[src/rtl/alu_pkg.sv]
// Shared opcode encodings and flag bit positions for the pipelined ALU.
package alu_pkg;

  localparam logic [2:0] OP_MOV = 3'b000;
  localparam logic [2:0] OP_NOT = 3'b001;
  localparam logic [2:0] OP_ADD = 3'b010;
  localparam logic [2:0] OP_SUB = 3'b011;
  localparam logic [2:0] OP_OR  = 3'b100;
  localparam logic [2:0] OP_AND = 3'b101;
  localparam logic [2:0] OP_XOR = 3'b110;
  localparam logic [2:0] OP_SLT = 3'b111;

  localparam int FLG_C = 0;
  localparam int FLG_V = 1;
  localparam int FLG_Z = 2;
  localparam int FLG_N = 3;

endpackage

[src/rtl/alu_pipe_if.sv]
// Operand/result handshake bundle between register-file read port, ALU and write-back.
interface alu_pipe_if #(
  parameter int N  = 32,
  parameter int CW = 16
);
  logic          in_valid;
  logic          in_ready;
  logic [2:0]    ALUOp;
  logic          c_in;
  logic [N-1:0]  R2;
  logic [N-1:0]  R3;
  logic          out_valid;
  logic          out_ready;
  logic [N-1:0]  R1;
  logic          c_out;
  logic          ovf;
  logic          zero;
  logic          neg;
  logic [CW-1:0] op_count;

  modport slave (
    input  in_valid, ALUOp, c_in, R2, R3, out_ready,
    output in_ready, out_valid, R1, c_out, ovf, zero, neg, op_count
  );

  modport master (
    output in_valid, ALUOp, c_in, R2, R3, out_ready,
    input  in_ready, out_valid, R1, c_out, ovf, zero, neg, op_count
  );
endinterface

[src/rtl/alu_core.sv]
// Combinational ALU datapath: result plus carry/no-borrow and signed overflow.
// Optional ALU_PIPE_SAT_EN clamps overflowing ADD/SUB results to the signed range.
module alu_core
  import alu_pkg::*;
#(
  parameter int N = 32
) (
  input  logic [2:0]   i_op,
  input  logic [N-1:0] i_a,
  input  logic [N-1:0] i_b,
  input  logic         i_cin,
  output logic [N-1:0] o_result,
  output logic         o_c_out,
  output logic         o_ovf
);

  logic [N-1:0] w_b_eff;
  logic         w_cin_eff;
  logic [N:0]   w_sum;
  logic         w_arith_ovf;

  // SUB shares the adder as A + ~B + 1
  always_comb begin
    w_b_eff     = (i_op == OP_SUB) ? ~i_b : i_b;
    w_cin_eff   = (i_op == OP_SUB) ? 1'b1 : i_cin;
    w_sum       = {1'b0, i_a} + {1'b0, w_b_eff} + {{N{1'b0}}, w_cin_eff};
    w_arith_ovf = (i_a[N-1] == w_b_eff[N-1]) && (w_sum[N-1] != i_a[N-1]);
  end

  always_comb begin
    o_result = '0;
    o_c_out  = 1'b0;
    o_ovf    = 1'b0;
    case (i_op)
      OP_MOV: o_result = i_a;
      OP_NOT: o_result = ~i_a;
      OP_ADD, OP_SUB: begin
        o_result = w_sum[N-1:0];
        o_c_out  = w_sum[N];
        o_ovf    = w_arith_ovf;
`ifdef ALU_PIPE_SAT_EN
        // both operands share a sign on overflow, so A's sign picks the rail
        if (w_arith_ovf)
          o_result = i_a[N-1] ? {1'b1, {(N-1){1'b0}}} : {1'b0, {(N-1){1'b1}}};
`endif
      end
      OP_OR:  o_result = i_a | i_b;
      OP_AND: o_result = i_a & i_b;
      OP_XOR: o_result = i_a ^ i_b;
      OP_SLT: o_result = {{(N-1){1'b0}}, ($signed(i_a) < $signed(i_b))};
      default: o_result = '0;
    endcase
  end

endmodule

[src/rtl/alu_pipe.sv]
// Two-stage valid/ready ALU pipeline with registered flags and consumed-result counter.
// Build option ALU_PIPE_SAT_EN enables saturating ADD/SUB inside alu_core.
module alu_pipe
  import alu_pkg::*;
#(
  parameter int N  = 32,
  parameter int CW = 16
) (
  input logic       clk,
  input logic       rst_n,
  alu_pipe_if.slave bus
);

  logic          r_s1_valid;
  logic [2:0]    r_s1_op;
  logic          r_s1_cin;
  logic [N-1:0]  r_s1_a;
  logic [N-1:0]  r_s1_b;
  logic          r_s2_valid;
  logic [N-1:0]  r_r1;
  logic [3:0]    r_flags;
  logic [CW-1:0] r_count;

  logic          w_s2_adv;
  logic          w_s1_adv;
  logic          w_accept;
  logic          w_s2_load;
  logic [N-1:0]  w_result;
  logic          w_c;
  logic          w_v;

  assign w_s2_adv  = !r_s2_valid || bus.out_ready;
  assign w_s1_adv  = !r_s1_valid || w_s2_adv;
  assign w_accept  = bus.in_valid && w_s1_adv;
  assign w_s2_load = r_s1_valid && w_s2_adv;

  // operand registers load only on acceptance so idle-bus garbage never enters
  always_ff @(posedge clk or negedge rst_n) begin
    if (!rst_n) begin
      r_s1_valid <= 1'b0;
      r_s1_op    <= OP_MOV;
      r_s1_cin   <= 1'b0;
      r_s1_a     <= '0;
      r_s1_b     <= '0;
    end else begin
      if (w_s1_adv) r_s1_valid <= bus.in_valid;
      if (w_accept) begin
        r_s1_op  <= bus.ALUOp;
        r_s1_cin <= bus.c_in;
        r_s1_a   <= bus.R2;
        r_s1_b   <= bus.R3;
      end
    end
  end

  alu_core #(.N(N)) u_core (
    .i_op     (r_s1_op),
    .i_a      (r_s1_a),
    .i_b      (r_s1_b),
    .i_cin    (r_s1_cin),
    .o_result (w_result),
    .o_c_out  (w_c),
    .o_ovf    (w_v)
  );

  always_ff @(posedge clk or negedge rst_n) begin
    if (!rst_n) begin
      r_s2_valid <= 1'b0;
      r_r1       <= '0;
      r_flags    <= '0;
    end else begin
      if (w_s2_adv) r_s2_valid <= r_s1_valid;
      if (w_s2_load) begin
        r_r1           <= w_result;
        r_flags[FLG_C] <= w_c;
        r_flags[FLG_V] <= w_v;
        r_flags[FLG_Z] <= (w_result == '0);
        r_flags[FLG_N] <= w_result[N-1];
      end
    end
  end

  always_ff @(posedge clk or negedge rst_n) begin
    if (!rst_n)                         r_count <= '0;
    else if (r_s2_valid && bus.out_ready) r_count <= r_count + CW'(1);
  end

  assign bus.in_ready  = w_s1_adv;
  assign bus.out_valid = r_s2_valid;
  assign bus.R1        = r_r1;
  assign bus.c_out     = r_flags[FLG_C];
  assign bus.ovf       = r_flags[FLG_V];
  assign bus.zero      = r_flags[FLG_Z];
  assign bus.neg       = r_flags[FLG_N];
  assign bus.op_count  = r_count;

endmodule
[src/flat_wrapper.sv]
// flat-port wrapper written by rule: the top's interface ports become plain ports
module alu_pipe_flat import alu_pkg::*;
#(
  parameter int N  = 32,
  parameter int CW = 16
)
  (clk, rst_n, bus_in_valid, bus_ALUOp, bus_c_in, bus_R2, bus_R3, bus_out_ready, bus_in_ready, bus_out_valid, bus_R1, bus_c_out, bus_ovf, bus_zero, bus_neg, bus_op_count);
  alu_pipe_if #(.N(N), .CW(CW)) bus_i ();
  input logic clk;
  input logic rst_n;
  input wire logic [$bits(bus_i.in_valid)-1:0] bus_in_valid;
  input wire logic [$bits(bus_i.ALUOp)-1:0] bus_ALUOp;
  input wire logic [$bits(bus_i.c_in)-1:0] bus_c_in;
  input wire logic [$bits(bus_i.R2)-1:0] bus_R2;
  input wire logic [$bits(bus_i.R3)-1:0] bus_R3;
  input wire logic [$bits(bus_i.out_ready)-1:0] bus_out_ready;
  output wire logic [$bits(bus_i.in_ready)-1:0] bus_in_ready;
  output wire logic [$bits(bus_i.out_valid)-1:0] bus_out_valid;
  output wire logic [$bits(bus_i.R1)-1:0] bus_R1;
  output wire logic [$bits(bus_i.c_out)-1:0] bus_c_out;
  output wire logic [$bits(bus_i.ovf)-1:0] bus_ovf;
  output wire logic [$bits(bus_i.zero)-1:0] bus_zero;
  output wire logic [$bits(bus_i.neg)-1:0] bus_neg;
  output wire logic [$bits(bus_i.op_count)-1:0] bus_op_count;
  assign bus_i.in_valid = bus_in_valid;
  assign bus_i.ALUOp = bus_ALUOp;
  assign bus_i.c_in = bus_c_in;
  assign bus_i.R2 = bus_R2;
  assign bus_i.R3 = bus_R3;
  assign bus_i.out_ready = bus_out_ready;
  assign bus_in_ready = bus_i.in_ready;
  assign bus_out_valid = bus_i.out_valid;
  assign bus_R1 = bus_i.R1;
  assign bus_c_out = bus_i.c_out;
  assign bus_ovf = bus_i.ovf;
  assign bus_zero = bus_i.zero;
  assign bus_neg = bus_i.neg;
  assign bus_op_count = bus_i.op_count;
  alu_pipe #(.N(N), .CW(CW)) u_core (.clk(clk), .rst_n(rst_n), .bus(bus_i));
endmodule
[config.mk]
export PLATFORM = sky130hd
export DESIGN_NAME = alu_pipe_flat
export DESIGN_NICKNAME = d
export VERILOG_FILES = /design/src/rtl/alu_pkg.sv /design/src/rtl/alu_pipe_if.sv /design/src/rtl/alu_core.sv /design/src/rtl/alu_pipe.sv /design/src/flat_wrapper.sv
export SDC_FILE = /design/constraint.sdc
export NUM_CORES = 1
export LEC_CHECK = 0
export BUFFER_PORTS_ARGS = -buffer_cell sky130_fd_sc_hd__buf_2
export CAP_MARGIN = 15
export CORE_AREA = 4 4 137 139
export CTS_BUF_LIST = sky130_fd_sc_hd__clkbuf_4 sky130_fd_sc_hd__clkbuf_8 sky130_fd_sc_hd__clkbuf_16
export DETAILED_ROUTE_END_ITERATION = 6
export DIE_AREA = 0 0 141 143
export PLACE_DENSITY = 0.78
export REMOVE_ABC_BUFFERS = 1
export SLEW_MARGIN = 10
export SYNTH_ARGS = -nofsm -noshare
export SYNTH_HDL_FRONTEND = slang
export SYNTH_SLANG_ARGS = --single-unit
[constraint.sdc]
create_clock -name clk -period 7 [get_ports clk]
set_clock_uncertainty 0.15 [all_clocks]
set_input_delay 0.7 -clock clk [delete_from_list [all_inputs] [get_ports clk]]
set_output_delay 0.7 -clock clk [all_outputs]
set_load 0.01 [all_outputs]
==> impl_metrics.toml <==
[timing]
period_share_pct = 66.6
slew_headroom_pct = 40.2
worst_slew_pin_slew_ns = 0.897
post-route-min-period_ns = 4.66
whs_ns = 0.174
slew_violations = 0
setup_viol = 0
finalSetupTns_ns = 0
hold_violations = 0
rsz0062_at_grt = "false"
max_freq_mhz = 214

[die]
die_area_mm2 = 0.0202
io_pins = 126
core_area_mm2 = 0.0177
start_util_pct = 57.6
rows = 49
die_width_um = 141
dieHeight_um = 143

[logic_synthesis]
synth_area_mm2 = 0.0102
synth_cells = 1130
avgSynthCellArea_um2 = 9.00
synth_cell_type_count = 68
async_flop_share_pct = 100
synth_edf_count = 0
synth_top_area_share_pct = 29.8
synth-main-ff-cell = "dfrtp_1"
yosysTopAreaCell = "dfrtp_1"
synth_warnings = 0
synth-seq-cells = 121
ys_seq_area_share_pct = 29.8
netlist_top_cells_area = "dfrtp_1 30%, ha_1 16%, mux2_2 9.3%, xnor2_1 5.9%, a21oi_1 3.5%"

[route]
route.vias.total = 8916
first_iter_violations = 789
firstDrtPassIters = 5
ant_nets = 0
drt-total-wl_mm = 28.2
viasPerCell = 6.04
wire_per_inst_um = 19.1
remaining_drc_errors = 0

[final_layout]
drive_gt1_share_pct = 21.8
syn_to_final_growth_pct = 14.3
fillers = 1458
final_common_cell = "ha_1"
postLayoutCoreUtil_pct = 65.9
layout_common_cells = "128 x ha_1, 124 x buf_2, 120 x dfrtp_1, 91 x nand2_1, 84 x mux2_2"
multi_input_area_mm2 = 0.00659
nNetsFinal = 1434
seqCellArea_mm2 = 0.00303

[global_routing]
overflow = 0
grt_pass1_vias = 8776
gr-usage-all-layers_pct = 27.9
antenna_found_initial = 1
grt_max_degree = 69
grt_pass1_wl_mm = 45.0

[cts]
cts-resized-gates = 0
post_cts_buffers = 0
clkSinkCount = 121
cts_tree = "built"
cts_root_buf = "clkbuf_16"
insertion_delay_ns = 0.42
clk_path_buf_depth = 2
clk_pin_slew_ns = 0.06
cts.htree.levels = 4
cts_made_buffers = 17
holdBufCountCts = 0

[worst_setup_path]
required_ns = 7.20
startpoint = "u_core.r_s1_op[0]"
worstPathArrival_ns = 4.86
crit_fanout = 46
r2r_start = "u_core.r_s1_op[0]"
critPathCaptureType = "register"
reg2reg_to = "u_core.r_flags[2]"
r2r_cells = 17
cp-start-kind = "register"
crit_type = "reg2reg"
endpoint = "u_core.r_flags[2]"
r2r_slack_ns = 2.34

[worst_hold_path]
min_path_type = "in2async"

[placed_design]
place.gp.congestion = 0.983
io_buffers = 125
dp_hpwl_mm = 20.3

[run]
maxCapViolations = 0

[power]
p_leak_nw = 5.55
cellPowerDensity_mw_per_mm2 = 331
max-vdd-ir-drop_mv = 0.245

[outcome]
outcome = "finished clean"
## synthesized netlist by cell type, types with 17 or more instances
cell and number:
nor2_1 63, clkbuf_1 34, nand4_1 21, mux2_2 84
dfrtp_1 121, ha_1 128, a21o_1 17, a31oi_1 21
xnor2_1 68, nand2_1 94, o21ai_0 70, a21oi_1 72
inv_1 82, xor2_1 27, nand3_1 18
## routing by layer
metal	track usage (%)	wire length [µm]	vias up
met5	0	0	-
li1	-	-	4207
met1	36.5	12100	4279
met2	44.9	13000	354
met4	11.7	1020	0
met3	6.13	2040	76
## power breakdown
group          leakage (nW)  internal [mW]  switching, mW
clock network         0.323          0.640          0.361
registers              1.46          0.860          0.169
logic                  3.77          0.751           1.07
## sequential cells by signal, indices dropped and copies added, names as in the netlist
register and cells:
u_core.r_s1_op 3, u_core.r_s1_a 32, u_core.bus.out_valid 1, u_core.r_flags 4, u_core.r_s1_valid 1, u_core.r_s1_cin 1
u_core.r_s1_b 32, u_core.bus.R1 31, u_core.bus.op_count 16
## how the worst min path moves through the flow
| stage | from | endpoint | slack, ns | depth (start not counted) |
|---|---|---|---|---|
| 6_report | rst_n | u_core.bus.R1[19] | 0.17 | 1 |
| 2_1_floorplan | rst_n | u_core.bus.R1[0] | 0.25 | 0 |
| 5_1_grt | rst_n | u_core.bus.R1[19] | 0.23 | 1 |
| 3_3_place_gp | u_core.bus.R1[18] | u_core.bus.R1[18] | 0.31 | 1 |
| 4_1_cts | rst_n | u_core.r_s1_a[19] | 0.20 | 1 |
| 3_5_place_dp | u_core.bus.op_count[15] | u_core.bus.op_count[15] | 0.31 | 1 |
## critical path, cell delays in order, from the launching register on
cell and delay [ns]:
dfrtp_2 0.34, buf_4 0.44, nand2_2 0.09, buf_4 0.24
xnor2_1 0.16, fa_1 0.43, inv_1 0.09, fa_1 0.20
nor2b_1 0.07, o21bai_1 0.23, a21oi_1 0.19, a31oi_1 0.55
xor2_1 0.19, o21ai_0 0.19, nor4_1 0.50, and4_1 0.26
nand4_1 0.09, o21ai_1 0.16
## stage by stage
stage               power [mW]  cell area (µm²)  worst slack, ns  std cells
finish                    3.85            11600             2.34       1475
CTS                       3.84            11600             2.39       1474
floorplan                 2.26             9920            0.238       1072
detailed placement        2.82            11000             2.45       1442
global placement          2.78            11000             2.50       1442
global route              4.09            11600             2.04       1475
## logic make-up after synthesis
family,synth area share (%)
AO/OA/AOI/OAI,17.5
AND/OR/NAND/NOR,12.8
buffers and inverters,5.61
adder cells (fa/ha/maj),16.1
flip-flops,29.8
XOR/XNOR,8.18
multiplexers,10.0
## cell type report
class / count / area share [%]
tap: 229 / 2.46
clock inverter: 15 / 2.04
timing repair buffer: 141 / 6.43
inverter: 84 / 2.71
antenna: 1 / 0.0215
sequential: 121 / 26.0
multi-input combinational: 867 / 56.6
clock buffer: 17 / 3.66
(Power assumes the default switching activity.)
